<file path="src/rtl/branch_resolve_ctrl_pkg.sv">
// Shared definitions for branch resolution: branch opcodes and controller state encodings.
// Imported by the controller, its comparator and the pipeline-facing interface.
package branch_resolve_ctrl_pkg;

    typedef logic [3:0] opcode_t;

    localparam opcode_t OPCODE_BNE = 4'h0;
    localparam opcode_t OPCODE_BEQ = 4'h1;
    localparam opcode_t OPCODE_BGZ = 4'h2;
    localparam opcode_t OPCODE_BLZ = 4'h3;

    typedef enum logic [1:0] {
        BR_IDLE      = 2'd0,
        BR_WAIT_OPND = 2'd1,
        BR_EVAL      = 2'd2,
        BR_REDIRECT  = 2'd3
    } br_state_e;

endpackage

</file>
<file path="src/rtl/branch_resolve_ctrl_if.sv">
// Branch request / resolve / redirect bundle between the ID/EX pipeline and the controller.
// master = pipeline side, slave = branch_resolve_ctrl.
interface branch_resolve_ctrl_if #(
    parameter int WORD_SIZE = 16,
    parameter int IMM_WIDTH = 8,
    parameter int CNT_WIDTH = 16
);
    import branch_resolve_ctrl_pkg::*;

    logic                  br_valid;
    logic                  br_ready;
    opcode_t               br_opcode;
    logic [WORD_SIZE-1:0]  br_pc;
    logic [IMM_WIDTH-1:0]  br_imm;
    logic                  br_pred_taken;
    logic [WORD_SIZE-1:0]  rs_data;
    logic [WORD_SIZE-1:0]  rt_data;
    logic                  operands_ready;
    logic                  kill;
    logic                  br_stall;
    logic                  resolve_valid;
    logic                  resolve_taken;
    logic                  redirect_valid;
    logic [WORD_SIZE-1:0]  redirect_pc;
    logic                  redirect_ack;
    logic                  flush;
    logic [CNT_WIDTH-1:0]  branch_count;
    logic [CNT_WIDTH-1:0]  mispredict_count;

    modport master (
        output br_valid, br_opcode, br_pc, br_imm, br_pred_taken,
               rs_data, rt_data, operands_ready, kill, redirect_ack,
        input  br_ready, br_stall, resolve_valid, resolve_taken,
               redirect_valid, redirect_pc, flush, branch_count, mispredict_count
    );

    modport slave (
        input  br_valid, br_opcode, br_pc, br_imm, br_pred_taken,
               rs_data, rt_data, operands_ready, kill, redirect_ack,
        output br_ready, br_stall, resolve_valid, resolve_taken,
               redirect_valid, redirect_pc, flush, branch_count, mispredict_count
    );

endinterface

</file>
<file path="src/rtl/branch_resolve_ctrl_cmp.sv">
// Shared branch comparator: evaluates the branch condition for one opcode/operand pair.
// Purely combinational, zero latency, no handshake.
module branch_resolve_ctrl_cmp
    import branch_resolve_ctrl_pkg::*;
#(
    parameter int WORD_SIZE = 16
) (
    input  opcode_t              opcode,
    input  logic [WORD_SIZE-1:0] a,
    input  logic [WORD_SIZE-1:0] b,
    output logic                 bcond
);

    always_comb begin
        bcond = 1'b0;
        case (opcode)
            OPCODE_BNE: bcond = (a != b);
            OPCODE_BEQ: bcond = (a == b);
            OPCODE_BGZ: bcond = ($signed(a) > 0);
            OPCODE_BLZ: bcond = ($signed(a) < 0);
            default:    bcond = 1'b0;
        endcase
    end

endmodule

</file>
<file path="src/rtl/branch_resolve_ctrl.sv">
// Branch resolution sequencer: accept, wait for operands, evaluate, redirect on mispredict.
// Resolve one cycle after operands latch, redirect the cycle after; br_ready only in IDLE, redirect held until ack.
module branch_resolve_ctrl
    import branch_resolve_ctrl_pkg::*;
#(
    parameter int WORD_SIZE = 16,
    parameter int IMM_WIDTH = 8,
    parameter int CNT_WIDTH = 16
) (
    input  logic                 clk,
    input  logic                 reset_n,
    branch_resolve_ctrl_if.slave bus
);

    localparam logic [CNT_WIDTH-1:0] CNT_MAX = {CNT_WIDTH{1'b1}};

    br_state_e             state_q, state_d;
    opcode_t               opc_q, opc_d;
    logic [WORD_SIZE-1:0]  pc_q, pc_d;
    logic [IMM_WIDTH-1:0]  imm_q, imm_d;
    logic                  pred_q, pred_d;
    logic [WORD_SIZE-1:0]  a_q, a_d;
    logic [WORD_SIZE-1:0]  b_q, b_d;
    logic [WORD_SIZE-1:0]  redirect_pc_q, redirect_pc_d;
    logic [CNT_WIDTH-1:0]  br_cnt_q, br_cnt_d;
    logic [CNT_WIDTH-1:0]  mp_cnt_q, mp_cnt_d;

    logic                  bcond;
    logic [WORD_SIZE-1:0]  pc_plus1;
    logic [WORD_SIZE-1:0]  target;

    branch_resolve_ctrl_cmp #(.WORD_SIZE(WORD_SIZE)) u_cmp (
        .opcode (opc_q),
        .a      (a_q),
        .b      (b_q),
        .bcond  (bcond)
    );

    assign pc_plus1 = pc_q + WORD_SIZE'(1);
    assign target   = pc_plus1 + {{(WORD_SIZE-IMM_WIDTH){imm_q[IMM_WIDTH-1]}}, imm_q};

    always_comb begin
        state_d       = state_q;
        opc_d         = opc_q;
        pc_d          = pc_q;
        imm_d         = imm_q;
        pred_d        = pred_q;
        a_d           = a_q;
        b_d           = b_q;
        redirect_pc_d = redirect_pc_q;
        br_cnt_d      = br_cnt_q;
        mp_cnt_d      = mp_cnt_q;

        case (state_q)
            BR_IDLE: begin
                // kill in IDLE suppresses acceptance; the requester keeps br_valid up
                if (bus.br_valid && !bus.kill) begin
                    opc_d  = bus.br_opcode;
                    pc_d   = bus.br_pc;
                    imm_d  = bus.br_imm;
                    pred_d = bus.br_pred_taken;
                    if (bus.operands_ready) begin
                        a_d     = bus.rs_data;
                        b_d     = bus.rt_data;
                        state_d = BR_EVAL;
                    end else begin
                        state_d = BR_WAIT_OPND;
                    end
                end
            end
            BR_WAIT_OPND: begin
                if (bus.kill) begin
                    state_d = BR_IDLE;
                end else if (bus.operands_ready) begin
                    a_d     = bus.rs_data;
                    b_d     = bus.rt_data;
                    state_d = BR_EVAL;
                end
            end
            BR_EVAL: begin
                if (bus.kill) begin
                    state_d = BR_IDLE;
                end else begin
                    redirect_pc_d = bcond ? target : pc_plus1;
                    if (br_cnt_q != CNT_MAX) br_cnt_d = br_cnt_q + CNT_WIDTH'(1);
                    if (bcond != pred_q) begin
                        if (mp_cnt_q != CNT_MAX) mp_cnt_d = mp_cnt_q + CNT_WIDTH'(1);
                        state_d = BR_REDIRECT;
                    end else begin
                        state_d = BR_IDLE;
                    end
                end
            end
            BR_REDIRECT: begin
                if (bus.kill || bus.redirect_ack) state_d = BR_IDLE;
            end
            default: state_d = BR_IDLE;
        endcase
    end

    always_ff @(posedge clk) begin
        if (!reset_n) begin
            state_q       <= BR_IDLE;
            opc_q         <= '0;
            pc_q          <= '0;
            imm_q         <= '0;
            pred_q        <= 1'b0;
            a_q           <= '0;
            b_q           <= '0;
            redirect_pc_q <= '0;
            br_cnt_q      <= '0;
            mp_cnt_q      <= '0;
        end else begin
            state_q       <= state_d;
            opc_q         <= opc_d;
            pc_q          <= pc_d;
            imm_q         <= imm_d;
            pred_q        <= pred_d;
            a_q           <= a_d;
            b_q           <= b_d;
            redirect_pc_q <= redirect_pc_d;
            br_cnt_q      <= br_cnt_d;
            mp_cnt_q      <= mp_cnt_d;
        end
    end

    assign bus.br_ready         = (state_q == BR_IDLE);
    assign bus.br_stall         = (state_q != BR_IDLE);
    assign bus.resolve_valid    = (state_q == BR_EVAL) && !bus.kill;
    assign bus.resolve_taken    = (state_q == BR_EVAL) && bcond;
    assign bus.redirect_valid   = (state_q == BR_REDIRECT) && !bus.kill;
    assign bus.flush            = bus.redirect_valid;
    assign bus.redirect_pc      = redirect_pc_q;
    assign bus.branch_count     = br_cnt_q;
    assign bus.mispredict_count = mp_cnt_q;

endmodule

</file>
<file path="src/flat_wrapper.sv">
// flat-port wrapper written by rule: the top's interface ports become plain ports
module branch_resolve_ctrl_flat import branch_resolve_ctrl_pkg::*;
#(
    parameter int WORD_SIZE = 16,
    parameter int IMM_WIDTH = 8,
    parameter int CNT_WIDTH = 16
)
  (clk, reset_n, bus_br_valid, bus_br_opcode, bus_br_pc, bus_br_imm, bus_br_pred_taken, bus_rs_data, bus_rt_data, bus_operands_ready, bus_kill, bus_redirect_ack, bus_br_ready, bus_br_stall, bus_resolve_valid, bus_resolve_taken, bus_redirect_valid, bus_redirect_pc, bus_flush, bus_branch_count, bus_mispredict_count);
  branch_resolve_ctrl_if #(.WORD_SIZE(WORD_SIZE), .IMM_WIDTH(IMM_WIDTH), .CNT_WIDTH(CNT_WIDTH)) bus_i ();
  input  logic clk;
  input  logic reset_n;
  input wire logic [$bits(bus_i.br_valid)-1:0] bus_br_valid;
  input wire logic [$bits(bus_i.br_opcode)-1:0] bus_br_opcode;
  input wire logic [$bits(bus_i.br_pc)-1:0] bus_br_pc;
  input wire logic [$bits(bus_i.br_imm)-1:0] bus_br_imm;
  input wire logic [$bits(bus_i.br_pred_taken)-1:0] bus_br_pred_taken;
  input wire logic [$bits(bus_i.rs_data)-1:0] bus_rs_data;
  input wire logic [$bits(bus_i.rt_data)-1:0] bus_rt_data;
  input wire logic [$bits(bus_i.operands_ready)-1:0] bus_operands_ready;
  input wire logic [$bits(bus_i.kill)-1:0] bus_kill;
  input wire logic [$bits(bus_i.redirect_ack)-1:0] bus_redirect_ack;
  output wire logic [$bits(bus_i.br_ready)-1:0] bus_br_ready;
  output wire logic [$bits(bus_i.br_stall)-1:0] bus_br_stall;
  output wire logic [$bits(bus_i.resolve_valid)-1:0] bus_resolve_valid;
  output wire logic [$bits(bus_i.resolve_taken)-1:0] bus_resolve_taken;
  output wire logic [$bits(bus_i.redirect_valid)-1:0] bus_redirect_valid;
  output wire logic [$bits(bus_i.redirect_pc)-1:0] bus_redirect_pc;
  output wire logic [$bits(bus_i.flush)-1:0] bus_flush;
  output wire logic [$bits(bus_i.branch_count)-1:0] bus_branch_count;
  output wire logic [$bits(bus_i.mispredict_count)-1:0] bus_mispredict_count;
  assign bus_i.br_valid = bus_br_valid;
  assign bus_i.br_opcode = bus_br_opcode;
  assign bus_i.br_pc = bus_br_pc;
  assign bus_i.br_imm = bus_br_imm;
  assign bus_i.br_pred_taken = bus_br_pred_taken;
  assign bus_i.rs_data = bus_rs_data;
  assign bus_i.rt_data = bus_rt_data;
  assign bus_i.operands_ready = bus_operands_ready;
  assign bus_i.kill = bus_kill;
  assign bus_i.redirect_ack = bus_redirect_ack;
  assign bus_br_ready = bus_i.br_ready;
  assign bus_br_stall = bus_i.br_stall;
  assign bus_resolve_valid = bus_i.resolve_valid;
  assign bus_resolve_taken = bus_i.resolve_taken;
  assign bus_redirect_valid = bus_i.redirect_valid;
  assign bus_redirect_pc = bus_i.redirect_pc;
  assign bus_flush = bus_i.flush;
  assign bus_branch_count = bus_i.branch_count;
  assign bus_mispredict_count = bus_i.mispredict_count;
  branch_resolve_ctrl #(.WORD_SIZE(WORD_SIZE), .IMM_WIDTH(IMM_WIDTH), .CNT_WIDTH(CNT_WIDTH)) u_core (.clk(clk), .reset_n(reset_n), .bus(bus_i));
endmodule
</file>
<file path="config.mk">
export PLATFORM = sky130hd
export DESIGN_NAME = branch_resolve_ctrl_flat
export DESIGN_NICKNAME = d
export VERILOG_FILES = /design/src/rtl/branch_resolve_ctrl_pkg.sv /design/src/rtl/branch_resolve_ctrl_if.sv /design/src/rtl/branch_resolve_ctrl_cmp.sv /design/src/rtl/branch_resolve_ctrl.sv /design/src/flat_wrapper.sv
export SDC_FILE = /design/constraint.sdc
export NUM_CORES = 1
export LEC_CHECK = 0
export BUFFER_PORTS_ARGS = -buffer_cell sky130_fd_sc_hd__buf_4
export CORE_ASPECT_RATIO = 1.75
export CORE_MARGIN = 4
export CORE_UTILIZATION = 57
export CTS_BUF_LIST = sky130_fd_sc_hd__clkbuf_2 sky130_fd_sc_hd__clkbuf_4 sky130_fd_sc_hd__clkbuf_8
export CTS_CLUSTER_DIAMETER = 40
export DETAILED_ROUTE_END_ITERATION = 10
export PLACE_DENSITY = 0.86
export RECOVER_POWER = 50
export SKIP_LAST_GASP = 1
export SLEW_MARGIN = 40
export SYNTH_ARGS = -nofsm -noshare
export SYNTH_HDL_FRONTEND = slang
export SYNTH_SLANG_ARGS = --single-unit
</file>
<file path="constraint.sdc">
create_clock -name clk -period 3.9 [get_ports clk]
set_input_delay 0.585 -clock clk [delete_from_list [all_inputs] [get_ports clk]]
set_output_delay 0.585 -clock clk [all_outputs]
set_load 0.01 [all_outputs]
</file>
==> metrics <==
first-pass GRT wire length 23,400 µm; total of warnings raised by yosys 0; M1 GR Usage 0.271; post-synth net total 805; CP Capture Type flip-flop; DR pass1 iterations 5; core area 9590 µm²; Starting Density 0.591; hold buffer count at CTS 0; Critical Path RT 4200 ps; Overall Power 2.41 mW; gr ovfl total 0; critical-path maximum fanout 50; CP Data Arrival Time 3430 ps; fmax 320 MHz; initial antenna violation count 0; period utilization 0.802; Setup Skew 11.4 ps; hold crit path type in2reg; number of maximum-capacitance violations 1; Skew-Pair Late Insertion Delay about 380 ps; # IOs 121; Final Max Tran Viols approximately 50; Routability Congestion roughly 0.88; hold violation count in the final report 0; most frequent cell after synthesis nand2_1; area of the multi-input gates around 3300 µm²; Antenna diodes 0; Seq cells post-synth 111; Post-synth EDFFs 0; Routed WL per cell 14.8 µm; setup violators final 0; die height 140 µm; vias in the first global route 5,139; layout cells sized above 1 0.123; final core utilization 0.692; gr busiest metal met2; share of async-settable or async-resettable flops after synthesis 0; worst slew pin tran 1710 ps; distinct cell type count after synthesis 49; failing checks capacitance limit, slew limit; largest net degree at the start of global routing 51; CP startpoint kind input port; DR DRC count 0; CTS root buf clkbuf_8; hpwl dp 10,600 µm; largest area contributor in the netlist dfxtp_1; Rel. slew slack -0.147; met2 Usage GRT 0.440; Area Growth Syn to Fin 17.1%; Avg Cell Area, Syn 7.93 µm²; CTS clk-pin slew, worst paths around 100 ps; Rows 47; Starting DRT DRC Count 314; clk sinks about 110; RSZ-0062 raised after global routing false; met3 usage 0.0452; Synth top cells by count 160 x nand2_1, 111 x dfxtp_1, 100 x a21oi_1; Detail Route Antenna Nets 0; DR vias 5,368; nets 903; maximum vdd ir drop 0.301 mV; kind of critical path in2reg; gr usage total 0.239; # resized after CTS 0; Die Area 11,700 µm²; sequential cell area 2220 µm²; Pleak 2.55 nW; TritonCTS clock tree done; status complete, but fails checks; Max clock buf depth 2; die width 83.4 µm; Gate Count Post-Synth 715; post-CTS setup buffers 0; Vias per Instance 5.71; CTS buffer count 9; Power per Cell Area 363 nW/µm²; Tmin final 3130 ps; Netlist Area Pre-Place 5670 µm²; FILL cells 785; H-tree levels 3; top cells by area, synth dfxtp_1 39%, nand2_1 11%, a21oi_1 8.8%; WL final ~14,000 µm; Primary FF master, synth dfxtp_1; Seq/Total Area, Yosys 0.392; Port Buffers 120; Final TNS setup 0 ps; top cell type's share of synthesized area 0.392
## registers in the layout, indices dropped and copies added (netlist names)
name,flops
u_core.state_q,2
u_core.b_q,16
u_core.pred_q,1
u_core.bus.redirect_pc,16
u_core.pc_q,16
u_core.imm_q,8
u_core.a_q,16
u_core.bus.mispredict_count,16
u_core.bus.branch_count,16
u_core.opc_q,4
## stage by stage
| stage | hold slack, ps | area (µm²) | worst slack [ps] | instances |
|---|---|---|---|---|
| 2_1_floorplan | 436 | 5670 | 1190 | 715 |
| 6_report | 447 | 6630 | 774 | 940 |
| 5_1_grt | 429 | 6630 | 441 | 940 |
| 4_1_cts | 435 | 6820 | 857 | 940 |
| 3_3_place_gp | 442 | 6600 | 939 | 924 |
| 3_5_place_dp | 448 | 6610 | 894 | 924 |
## placed cells by master (no fill, tap or decap), drive strengths merged, types with 3 or more instances in the layout
| cell type | synthesis | final |
|---|---|---|
| nor3 | 9 | 9 |
| o41ai | 4 | 4 |
| o211a | 3 | 3 |
| o311ai | 5 | 5 |
| and3 | 6 | 6 |
| mux2i | 14 | 14 |
| xnor2 | 36 | 36 |
| dfxtp | 111 | 111 |
| and4 | 3 | 3 |
| nor4 | 10 | 10 |
| nand2b | 11 | 11 |
| o21ai | 26 | 26 |
| o211ai | 5 | 5 |
| a21o | 4 | 4 |
| or4 | 7 | 7 |
| nand2 | 160 | 160 |
| or3 | 7 | 7 |
| a211oi | 3 | 3 |
| buf | 6 | 74 |
| inv | 8 | 9 |
| clkbuf | 31 | 62 |
| xor2 | 20 | 20 |
| nand4 | 14 | 14 |
| o21a | 4 | 4 |
| nor2 | 41 | 41 |
| nand3 | 24 | 24 |
| o31ai | 3 | 3 |
| ha | 22 | 22 |
| a21oi | 100 | 100 |
## layer usage
| layer | vias up | wire [µm] |
|---|---|---|
| met1 | 2467 | 5420 |
| li1 | 2683 | - |
| met2 | 189 | 7400 |
| met4 | 0 | 317 |
| met5 | - | 0 |
| met3 | 29 | 821 |
## kinds of logic (layout without fill, tap and decap cells)
group / count (synthesis) / count (layout) / share of synthesized area
adder cells (fa/ha/maj): 23 / 23 / 0.0521
XOR/XNOR: 56 / 56 / 0.0879
multiplexers: 14 / 14 / 0.0247
AND/OR/NAND/NOR: 300 / 300 / 0.241
AO/OA/AOI/OAI: 166 / 166 / 0.170
flip-flops: 111 / 111 / 0.392
buffers and inverters: 45 / 148 / 0.0320
## power by group
group	internal (mW)	switching [mW]
Combinational	0.188	0.285
Clock	0.333	0.375
Sequential	1.18	0.0460
## critical path: stages
cell	delay, ps
buf_4	340
clkinvlp_2	1440
clkbuf_2	770
a21oi_1	250
## final cells by class
cell class              instances  share of cell area
well taps                     122              0.0230
inverters                       8             0.00472
multi-input cells             559               0.494
clock inverters                 4             0.00792
flip-flops and latches        111               0.335
clock buffers                  12              0.0230
repair buffers                124               0.112
## worst paths after layout
path / cells past startpoint / to / start / slack (ps)
hold / removal: 3 / u_core.pc_q[14]$_SDFFE_PN0P_ / bus_br_pc[14] / 450
hold reg to reg: 2 / u_core.opc_q[3]$_SDFFE_PN0P_ / u_core.opc_q[3]$_SDFFE_PN0P_ / 460
setup / recovery: 4 / u_core.b_q[6]$_SDFFE_PN0P_ / reset_n / 770
setup reg to reg: 12 / u_core.bus.redirect_pc[15]$_SDFFE_PN0P_ / u_core.pc_q[0]$_SDFFE_PN0P_ / 870
(Power assumes the default switching activity.)
